`src/rtl/tcm_loader_pkg.sv`:
```
// Shared types for the TCM image loader.
//   state_t  : loader sequencer states
//   status_t : completion codes reported on status_o
//   lanes_of : byte lanes per TCM word for a given data width
package tcm_loader_pkg;

  typedef enum logic [2:0] {
    ST_IDLE, ST_CLEAR, ST_LOAD, ST_FLUSH, ST_RELEASE, ST_RUN, ST_END
  } state_t;

  typedef enum logic [1:0] {
    STAT_NONE     = 2'b00,
    STAT_FINISH   = 2'b01,
    STAT_TIMEOUT  = 2'b10,
    STAT_OVERFLOW = 2'b11
  } status_t;

  localparam int DEF_DATA_W = 32;
  localparam int LANES      = DEF_DATA_W / 8;

  function automatic int lanes_of(input int data_w);
    return data_w / 8;
  endfunction

endpackage

```
`src/rtl/tcm_image_loader_if.sv`:
```
// Image byte stream plus TCM word write port.
//   slave  : loader side (consumes bytes, drives the TCM port)
//   master : environment side (sources bytes, observes the TCM port)
interface tcm_image_loader_if #(
  parameter int DATA_W = 32,
  parameter int ADDR_W = 15
);
  logic                  s_valid_i;
  logic [7:0]            s_data_i;
  logic                  s_ready_o;
  logic                  mem_we_o;
  logic [ADDR_W-1:0]     mem_addr_o;
  logic [DATA_W-1:0]     mem_data_o;
  logic [DATA_W/8-1:0]   mem_be_o;

  modport slave (
    input  s_valid_i, s_data_i,
    output s_ready_o, mem_we_o, mem_addr_o, mem_data_o, mem_be_o
  );

  modport master (
    output s_valid_i, s_data_i,
    input  s_ready_o, mem_we_o, mem_addr_o, mem_data_o, mem_be_o
  );
endinterface

```
`src/rtl/tcm_byte_packer.sv`:
```
// Little-endian byte-to-word packer.
//   clr     : restart packing at lane 0 (new sequence)
//   take    : byte_in accepted this cycle
//   last    : accepted byte is the final byte of the image
//   wr      : this byte completes a word (full, or partial on last)
//   word/be : word to write when wr is set; be covers received lanes
module tcm_byte_packer
  import tcm_loader_pkg::*;
#(
  parameter int DATA_W = 32
) (
  input  logic                clk,
  input  logic                rst,
  input  logic                clr,
  input  logic                take,
  input  logic                last,
  input  logic [7:0]          byte_in,
  output logic                wr,
  output logic [DATA_W-1:0]   word,
  output logic [DATA_W/8-1:0] be
);
  localparam int NL = lanes_of(DATA_W);
  localparam int LW = (NL > 1) ? $clog2(NL) : 1;

  logic [LW-1:0]     lane;
  logic [DATA_W-1:0] acc;

  // Merge the incoming byte into its lane; lanes above it are still empty.
  always_comb begin
    word = acc;
    be   = '0;
    for (int k = 0; k < NL; k++) begin
      if (LW'(k) == lane) word[8*k +: 8] = byte_in;
      be[k] = (LW'(k) <= lane);
    end
  end

  assign wr = take && ((lane == LW'(NL-1)) || last);

  always_ff @(posedge clk) begin
    if (rst || clr) begin
      lane <= '0;
      acc  <= '0;
    end else if (take) begin
      if (wr) begin
        lane <= '0;
        acc  <= '0;
      end else begin
        lane <= lane + LW'(1);
        acc  <= word;
      end
    end
  end
endmodule

```
`src/rtl/tcm_image_loader.sv`:
```
// Boot / sim-control sequencer for the RISC-V TCM.
// Holds the core in reset, optionally zero-fills the TCM, streams a byte
// image into it, releases core reset after a hold time, then watches
// sim_finish_i with an optional cycle watchdog.
//   clk, rst       : clock, synchronous active-high reset
//   start_i        : begin a sequence (honoured in IDLE / END only)
//   img_len_i      : image length in bytes, sampled on start_i
//   timeout_i      : run-cycle limit (0 = none), sampled on start_i
//   sim_finish_i   : finish flag from the core CSR file
//   core_rst_o     : core reset
//   busy_o/done_o  : sequence in progress / complete
//   status_o       : none / finished / timeout / overflow
//   bus            : image byte stream in, TCM write port out
module tcm_image_loader
  import tcm_loader_pkg::*;
#(
  parameter int DATA_W      = 32,
  parameter int DEPTH_WORDS = 32768,
  parameter int ADDR_W      = $clog2(DEPTH_WORDS),
  parameter int LEN_W       = ADDR_W + $clog2(DATA_W/8) + 1,
  parameter int CLEAR_EN    = 1,
  parameter int RST_HOLD    = 5,
  parameter int TMO_W       = 32
) (
  input  logic                 clk,
  input  logic                 rst,
  input  logic                 start_i,
  input  logic [LEN_W-1:0]     img_len_i,
  input  logic [TMO_W-1:0]     timeout_i,
  input  logic                 sim_finish_i,
  output logic                 core_rst_o,
  output logic                 busy_o,
  output logic                 done_o,
  output logic [1:0]           status_o,
  tcm_image_loader_if.slave    bus
);
  localparam int NL     = lanes_of(DATA_W);
  localparam int HOLD_W = (RST_HOLD > 0) ? $clog2(RST_HOLD + 1) : 1;
  localparam logic [LEN_W-1:0] MAX_LEN = LEN_W'(DEPTH_WORDS * NL);
  // With no hold time the core is released straight after the final write.
  localparam state_t REL_ST   = (RST_HOLD == 0) ? ST_RUN : ST_RELEASE;
  localparam logic   REL_CRST = (RST_HOLD != 0);

  state_t              state;
  status_t             status;
  logic [LEN_W-1:0]    len_q, byte_cnt;
  logic [TMO_W-1:0]    tmo_q, run_cnt;
  logic [ADDR_W-1:0]   word_idx, mem_addr;
  logic [HOLD_W-1:0]   hold_cnt;
  logic [DATA_W-1:0]   mem_data;
  logic [NL-1:0]       mem_be;
  logic                mem_we, s_ready, core_rst, busy, done;

  logic                start_go, take, last, pk_wr;
  logic [DATA_W-1:0]   pk_word;
  logic [NL-1:0]       pk_be;

  assign start_go = start_i && (state == ST_IDLE || state == ST_END);
  assign take     = (state == ST_LOAD) && s_ready && bus.s_valid_i;
  assign last     = (byte_cnt == len_q - LEN_W'(1));

  tcm_byte_packer #(.DATA_W(DATA_W)) u_pack (
    .clk     (clk),
    .rst     (rst),
    .clr     (start_go),
    .take    (take),
    .last    (last),
    .byte_in (bus.s_data_i),
    .wr      (pk_wr),
    .word    (pk_word),
    .be      (pk_be)
  );

  always_ff @(posedge clk) begin
    if (rst) begin
      state    <= ST_IDLE;
      status   <= STAT_NONE;
      len_q    <= '0;
      tmo_q    <= '0;
      byte_cnt <= '0;
      run_cnt  <= '0;
      word_idx <= '0;
      hold_cnt <= '0;
      mem_we   <= 1'b0;
      mem_addr <= '0;
      mem_data <= '0;
      mem_be   <= '0;
      s_ready  <= 1'b0;
      core_rst <= 1'b1;
      busy     <= 1'b0;
      done     <= 1'b0;
    end else begin
      mem_we <= 1'b0;
      if (start_go) begin
        len_q    <= img_len_i;
        tmo_q    <= timeout_i;
        status   <= STAT_NONE;
        done     <= 1'b0;
        busy     <= 1'b1;
        core_rst <= 1'b1;
        s_ready  <= 1'b0;
        byte_cnt <= '0;
        word_idx <= '0;
        hold_cnt <= '0;
        run_cnt  <= '0;
        if (img_len_i > MAX_LEN) begin
          state  <= ST_END;
          status <= STAT_OVERFLOW;
          done   <= 1'b1;
          busy   <= 1'b0;
        end else if (CLEAR_EN != 0) begin
          state    <= ST_CLEAR;
          mem_we   <= 1'b1;
          mem_addr <= '0;
          mem_data <= '0;
          mem_be   <= '1;
        end else if (img_len_i == '0) begin
          state    <= REL_ST;
          core_rst <= REL_CRST;
        end else begin
          state   <= ST_LOAD;
          s_ready <= 1'b1;
        end
      end else begin
        case (state)
          ST_CLEAR: begin
            if (mem_addr == ADDR_W'(DEPTH_WORDS - 1)) begin
              if (len_q == '0) begin
                state    <= REL_ST;
                core_rst <= REL_CRST;
              end else begin
                state   <= ST_LOAD;
                s_ready <= 1'b1;
              end
            end else begin
              mem_we   <= 1'b1;
              mem_addr <= mem_addr + ADDR_W'(1);
            end
          end
          ST_LOAD: begin
            if (take) begin
              if (byte_cnt != '1) byte_cnt <= byte_cnt + LEN_W'(1);
              if (pk_wr) begin
                mem_we   <= 1'b1;
                mem_addr <= word_idx;
                mem_data <= pk_word;
                mem_be   <= pk_be;
                if (word_idx != '1) word_idx <= word_idx + ADDR_W'(1);
              end
              if (last) begin
                s_ready <= 1'b0;
                state   <= ST_FLUSH;
              end
            end
          end
          // Final (possibly partial) word is on the port this cycle.
          ST_FLUSH: begin
            state    <= REL_ST;
            core_rst <= REL_CRST;
          end
          ST_RELEASE: begin
            if (hold_cnt == HOLD_W'(RST_HOLD - 1)) begin
              state    <= ST_RUN;
              core_rst <= 1'b0;
            end else begin
              hold_cnt <= hold_cnt + HOLD_W'(1);
            end
          end
          // Finish is checked first so it wins a tie with the watchdog.
          ST_RUN: begin
            if (sim_finish_i) begin
              state  <= ST_END;
              status <= STAT_FINISH;
              done   <= 1'b1;
              busy   <= 1'b0;
            end else if (tmo_q != '0 && run_cnt == tmo_q - TMO_W'(1)) begin
              state    <= ST_END;
              status   <= STAT_TIMEOUT;
              done     <= 1'b1;
              busy     <= 1'b0;
              core_rst <= 1'b1;
            end else if (run_cnt != '1) begin
              run_cnt <= run_cnt + TMO_W'(1);
            end
          end
          default: ;
        endcase
      end
    end
  end

  assign bus.s_ready_o  = s_ready;
  assign bus.mem_we_o   = mem_we;
  assign bus.mem_addr_o = mem_addr;
  assign bus.mem_data_o = mem_data;
  assign bus.mem_be_o   = mem_be;
  assign core_rst_o     = core_rst;
  assign busy_o         = busy;
  assign done_o         = done;
  assign status_o       = status;
endmodule

```
`src/flat_wrapper.sv`:
```
// flat-port wrapper written by rule: the top's interface ports become plain ports
module tcm_image_loader_flat import tcm_loader_pkg::*;
#(
  parameter int DATA_W      = 32,
  parameter int DEPTH_WORDS = 32768,
  parameter int ADDR_W      = $clog2(DEPTH_WORDS),
  parameter int LEN_W       = ADDR_W + $clog2(DATA_W/8) + 1,
  parameter int CLEAR_EN    = 1,
  parameter int RST_HOLD    = 5,
  parameter int TMO_W       = 32
)
  (clk, rst, start_i, img_len_i, timeout_i, sim_finish_i, core_rst_o, busy_o, done_o, status_o, bus_s_valid_i, bus_s_data_i, bus_s_ready_o, bus_mem_we_o, bus_mem_addr_o, bus_mem_data_o, bus_mem_be_o);
  tcm_image_loader_if #(.DATA_W(DATA_W), .ADDR_W(ADDR_W)) bus_i ();
  input  logic clk;
  input  logic rst;
  input  logic start_i;
  input  logic [LEN_W-1:0] img_len_i;
  input  logic [TMO_W-1:0] timeout_i;
  input  logic sim_finish_i;
  output logic core_rst_o;
  output logic busy_o;
  output logic done_o;
  output logic [1:0] status_o;
  input wire logic [$bits(bus_i.s_valid_i)-1:0] bus_s_valid_i;
  input wire logic [$bits(bus_i.s_data_i)-1:0] bus_s_data_i;
  output wire logic [$bits(bus_i.s_ready_o)-1:0] bus_s_ready_o;
  output wire logic [$bits(bus_i.mem_we_o)-1:0] bus_mem_we_o;
  output wire logic [$bits(bus_i.mem_addr_o)-1:0] bus_mem_addr_o;
  output wire logic [$bits(bus_i.mem_data_o)-1:0] bus_mem_data_o;
  output wire logic [$bits(bus_i.mem_be_o)-1:0] bus_mem_be_o;
  assign bus_i.s_valid_i = bus_s_valid_i;
  assign bus_i.s_data_i = bus_s_data_i;
  assign bus_s_ready_o = bus_i.s_ready_o;
  assign bus_mem_we_o = bus_i.mem_we_o;
  assign bus_mem_addr_o = bus_i.mem_addr_o;
  assign bus_mem_data_o = bus_i.mem_data_o;
  assign bus_mem_be_o = bus_i.mem_be_o;
  tcm_image_loader #(.DATA_W(DATA_W), .DEPTH_WORDS(DEPTH_WORDS), .ADDR_W(ADDR_W), .LEN_W(LEN_W), .CLEAR_EN(CLEAR_EN), .RST_HOLD(RST_HOLD), .TMO_W(TMO_W)) u_core (.clk(clk), .rst(rst), .start_i(start_i), .img_len_i(img_len_i), .timeout_i(timeout_i), .sim_finish_i(sim_finish_i), .core_rst_o(core_rst_o), .busy_o(busy_o), .done_o(done_o), .status_o(status_o), .bus(bus_i));
endmodule
```
`config.mk`:
```
export PLATFORM = sky130hd
export DESIGN_NAME = tcm_image_loader_flat
export DESIGN_NICKNAME = d
export VERILOG_FILES = /design/src/rtl/tcm_loader_pkg.sv /design/src/rtl/tcm_image_loader_if.sv /design/src/rtl/tcm_byte_packer.sv /design/src/rtl/tcm_image_loader.sv /design/src/flat_wrapper.sv
export SDC_FILE = /design/constraint.sdc
export NUM_CORES = 1
export LEC_CHECK = 0
export BUFFER_PORTS_ARGS = -buffer_cell sky130_fd_sc_hd__buf_2
export CORE_UTILIZATION = 25
export CTS_BUF_LIST = sky130_fd_sc_hd__clkbuf_4 sky130_fd_sc_hd__clkbuf_8
export DETAILED_ROUTE_END_ITERATION = 12
export GPL_ROUTABILITY_DRIVEN = 1
export HOLD_SLACK_MARGIN = 0.1
export SLEW_MARGIN = 20
export SYNTH_ARGS = -nofsm -noshare
export SYNTH_HDL_FRONTEND = slang
export SYNTH_SLANG_ARGS = --single-unit
```
`constraint.sdc`:
```
create_clock -name clk -period 2.8 [get_ports clk]
set_clock_uncertainty 0.05 [all_clocks]
set_input_delay 0.42 -clock clk [delete_from_list [all_inputs] [get_ports clk]]
set_output_delay 0.42 -clock clk [all_outputs]
set_load 0.03 [all_outputs]
```
# Word-level counts from Yosys, hierarchy flattened
# Index checks and enable logic that the tools add are counted.
# word_totals
word_cells	161
output_inout_bits	58
inputBits	63
regBits	213
# classes
n_eq_ne	33
n_lt_le_gt_ge	5
n_addsub	8
n_reduce_logical	32
bitwise_logic	3
mux	62
# op_table
op	n
2-to-1 mux 32 bit	6
2-to-1 mux 15 bit	5
adder 32 x 1 -> 32 bit (second input constant)	1
== test 32 bit	1
2-to-1 mux 8 bit	4
!= test 32 bit (second input constant)	1
nonzero test 32 bit	1
subtractor 32 x 1 -> 32 bit (second input constant)	1
adder 15 x 1 -> 15 bit (second input constant)	2
case mux 15 bit (2 select lines)	1
2-to-1 mux 3 bit	9
2-to-1 mux 1 bit	22
2-to-1 mux 4 bit	5
adder 18 x 1 -> 18 bit (second input constant)	1
== test 18 bit	1
greater-than comparator 18 bit (second input constant)	1
logical NOT 18 bit	1
!= test 18 bit (second input constant)	1
subtractor 18 x 1 -> 18 bit (second input constant)	1
== test 15 bit (second input constant)	1
!= test 15 bit (second input constant)	1
case mux 3 bit (5 select lines)	1
== test 3 bit (second input constant)	4
2-to-1 mux 2 bit	6
31 further kinds	65

# Logic depth before layout (Yosys ltp)
# logic_depth
depth_word	8
ltp_mapped	14
ltp_nobuf	12

# By module
# From an unflattened synthesis, not the netlist that was laid out.
# hier_totals
cells_unflattened	1430
hier_area_um2	11493.5
# modules_own_cells
mod	area_per_inst_um2	cells_per_inst	seq_area_each_um2	instances
tcm_image_loader	9776.9	1270	3583.4	1
tcm_byte_packer	1716.6	160	680.7	1

# Worst setup path before layout
# No wires, ideal clock.
# synth_path
path_kind	flip-flop to flip-flop
start	register u_core.tmo_q[15]
end	register u_core.run_cnt[23]
arrival_ns	2.933
stages_incl_launch_ff	14
synth_period_minus_slack_ns	3.054
slack_ns	-0.254
required_ns	2.680
path_cell_list	dfxtp_1 > or3_1 > buf_2 > nand3b_4 > or4_4 > a21oi_1 > nor3b_1 > o211ai_2 > nor4bb_1 > buf_4 > or2_4 > buf_6 > or3_1 > a21oi_1
# synth_via
elab_chain_cells	5
word_cells_on_any_way	6
classes_between	add/sub: 1; eq/ne: 1; bitwise: 1; reduce/logical: 3
# synth_lines
item	line_no	source
start: declaration	tcm_image_loader.sv:47	logic [TMO_W-1:0] tmo_q, run_cnt;
start signal: assignment	tcm_image_loader.sv:96	tmo_q <= timeout_i;
subtractor 32 x 1 -> 32 bit	tcm_image_loader.sv:176	end else if (tmo_q != '0 && run_cnt == tmo_q - TMO_W'(1)) begin
== test 32 bit	tcm_image_loader.sv:176	
logical AND 1 bit (*)	tcm_image_loader.sv:176	
inverter 1 bit (no source line) (*)	--	
AND reduction 4 bit (no source line) (*)	--	
end signal: assignment	tcm_image_loader.sv:183	run_cnt <= run_cnt + TMO_W'(1);
end: declaration	tcm_image_loader.sv:47	
# Every way passes the cells marked *; elsewhere a longest branch is shown, timed or not.
# A chain may end at the register's enable or synchronous reset.

# Worst setup path after layout
# layout_path
start	register u_core.tmo_q[17]
end	register u_core.run_cnt[17]
# The elaborated chain is that of the path after synthesis.

==> impl_results.md <==
- Status: finished with violations
- Failing checks: setup timing
- DRT iter0 DRCs: 883
- Comb power frac: between 40% and 50%
- Area leader, netlist: dfxtp_1
- Number of flops mapped to enable cells by yosys: 0
- Port buffer count: 120
- RSZ-0062 raised after global routing: yes
- Dpl cells: between 2,000 and 2,500
- Worst Path Required: ~3200 ps
- Longest Clk Path Bufs: 3
- H-tree depth: 2
- GPL Wtd Cong: about 0.9
- Setup TNS: -13,680 ps
- Pwr/cell area: ~750 nW/um2
- Die Wd: around 210 um
- Max incr delay on CP: 540 ps
- CP startpoint: u_core.tmo_q[17]
- Top_reg_cell synth: dfxtp_1
- R2R Path Start: u_core.tmo_q[17]
- Slowest CP cell: or4_1
- Crit end category: register
- DRC Markers: 0
- Reg clk slew, reported paths: approximately 60 ps
- Sequential share of power: between 20 and 30%
- Die Footprint: between 40,000 and 50,000 um2
- Hold crit path type: in2reg
- Vias in the first global route: around 11,000
- Relative slew slack: between 40% and 50%
- DP Worst Slack: -453 ps
- Most used cell, CP: buf_6
- Static Leakage: roughly 6.3 nW
- Worst-Margin Slew: 854 ps
- Net Sw Frac: around 38%
- Max VDD drop: 0.351 mV
- Total power: 12.3 mW
- Ys Warns: 0
- Final worst setup slack: -314 ps
- Worst-Skew Late Latency: about 600 ps
- Final count of negative-setup-slack endpoints: a little over 90
- P_int: roughly 7.6 mW
- Final period utilization: 111%
- Syn_area_per_cell: roughly 7.9 um2
- Share of the synthesized area in the top cell type: between 30% and 40%
- Core Util, Final: 37.9%
- Worst-path fanout max: 11
- Arr. time, crit path: about 3500 ps
- Die Y-Extent: about 210 um
- Area contributors post-synth: dfxtp_1 (38%), nor2_1 (6.4%), nand2_1 (6.1%)
- Initial antenna violation count: 3
- Final Max Tran Viols: 0
- Crit start category: register
- Final ANT Viol Nets: 0
- Register area share after synthesis: roughly two fifths
- Share of cells above drive strength 1: about 32%
- Area delta synth->final: 48.1%
- Ys async rst share: 0%
- Rows: 76
- DR pass1 iterations: 5
- Tot GR Track Use: approximately 16%
- First-pass GRT wire length: approximately 57,000 um
- Crit path kind: reg2reg
- Syn nets: 1,484
- Core outline area: roughly 43,000 um2
- Routed len/inst: about 16 um
- Fin nets: 1,796
- Clock power frac: roughly 28%
- Initial Util: approximately a quarter
- Largest net degree at the start of global routing: between 80 and 90
- Via count: 11,497
- Endpoints failing hold: 0
- GRT overflow: 0
- Fin cells: 2,335
- Max Fclk: between 300 and 400 MHz
- TritonCTS clock tree: built
- Vias per cell: 4.92
- CTS Buf Count: 40
- P_sw: 4.66 mW
- Sink Count: between 200 and 250
- Post-synthesis cell count: 1,407
- Post-detail-place hpwl: between 20,000 and 25,000 um
- Final min period: around 3100 ps
- Cell Chain, Critical Path: or3_4 > buf_6 > or4_1 > a211o_1 > a21oi_2 > o211ai_2 > nor4bb_4 > buf_6 > or2_4 > or3_1 > a21oi_1
- Mapped cell area: ~11,000 um2
- Yosys cell types: between 70 and 80
- Max Cap Viol: 0
- Io pins: 121
- Drt total wl: approximately 38,000 um
- Seq cells post-synth: approximately 210
- Root Buffer: clkbuf_8
- Min-delay src: rst
## power groups by stage
| stage | Sequential (mW) | Combinational, mW | Clock [mW] |
|---|---|---|---|
| finish | 3.58 | 5.30 | 3.38 |
| global route | 3.61 | 5.74 | 3.64 |
| global placement | 3.59 | 4.47 | 0 |
| detailed placement | 3.60 | 4.55 | 0 |
| floorplan | 3.76 | 2.59 | 0 |
| CTS | 3.55 | 4.87 | 3.52 |
## critical path: cells and delay by family (launching register included)
kind | cells | cell delay, ps
flops | 1 | 320
simple gates | 5 | 1630
compound gates | 4 | 650
buf+inv | 2 | 350
## final cells by class
cell class	instances	area, um2
Fill cell	4385	26900
Multi-Input combinational cell	1094	7610
Sequential cell	213	4280
Timing Repair Buffer	350	2820
Clock buffer	64	806
Tap cell	585	732
Clock inverter	7	86.3
Inverter	20	77.6
Antenna cell	2	5.00
## flip-flops by register name, summed over array words and instances (netlist names), 4 cells and up
signal,count
u_core.u_pack.acc,32
u_core.bus.mem_be_o,4
u_core.word_idx,15
u_core.bus.mem_data_o,32
u_core.byte_cnt,18
u_core.tmo_q,32
u_core.bus.mem_addr_o,15
u_core.run_cnt,32
u_core.len_q,18
## synthesized netlist by cell type, types with 18 or more instances
cell	n
xnor2_1	56
nor4_1	18
nand4_1	22
o21ai_0	31
nor2_1	188
xor2_1	49
or3_1	24
inv_1	20
mux2i_1	44
nor3_1	59
dfxtp_1	213
nand3_1	65
clkbuf_1	65
a21oi_1	116
a31oi_1	43
and3_1	33
nand2_1	180
## cell families after synthesis
kind of cell	Yosys count	synth area share, %
AND/OR/NAND/NOR	661	29.0
AO/OA/AOI/OAI	264	14.5
flip-flops	213	38.5
XOR/XNOR	105	8.30
buffers and inverters	102	3.79
multiplexers	46	4.18
adder cells (fa/ha/maj)	16	1.76
## layout by cell type, fill, tap and decap left out, types with 12 or more instances in the layout
master and instances:
nand3_2 12, clkbuf_8 52, nor2_1 152, nor4_1 12
ha_1 12, xor2_1 49, nand4_1 22, dfxtp_1 205
nor3_1 46, dlygate4sd3_1 56, a31oi_4 22, nor2_4 28
buf_6 17, and3_1 24, mux2i_1 44, clkbuf_4 12
a21oi_1 101, a21oi_2 13, o21ai_0 22, inv_1 16
xnor2_1 54, a31oi_1 18, buf_4 139, nand2_1 174
or3_1 22, buf_2 119, nand3_1 53
## stage by stage
| stage | area [um2] | hold slack, ps |
|---|---|---|
| after floorplan | 11200 | 386 |
| after global placement | 13300 | 397 |
| after detailed placement | 13300 | 401 |
| after CTS | 15000 | 137 |
| after global routing | 16400 | 155 |
| final | 16400 | 199 |
## layer usage
metal,part of all wire (%),vias to the layer above,track usage [%]
met5,0,-,0
met4,2.0,0,4.84
met3,5.5,58,3.83
met2,48,273,26.3
met1,44,5545,20.2
li1,-,5621,-
## repair_timing
item / in CTS / in global routing
pin swaps: 29 / 114
gates cloned: 3 / 12
setup endpoints to repair: 139 / 138
endpoints found under the hold margin: 56 / 0
gates resized for setup: 61 / 203
setup buffers: 3 / 11
hold buffers: 56 / 0
## final timing paths
kind,end,slack (ps),depth (start not counted)
worst max-delay path,u_core.run_cnt[17],-310,11
worst max register to register,u_core.run_cnt[17],-310,11
worst min-delay path,u_core.bus.mem_be_o[0],200,2
worst min register to register,u_core.u_pack.acc[2],430,2
Power figures use the tool's default switching activity.
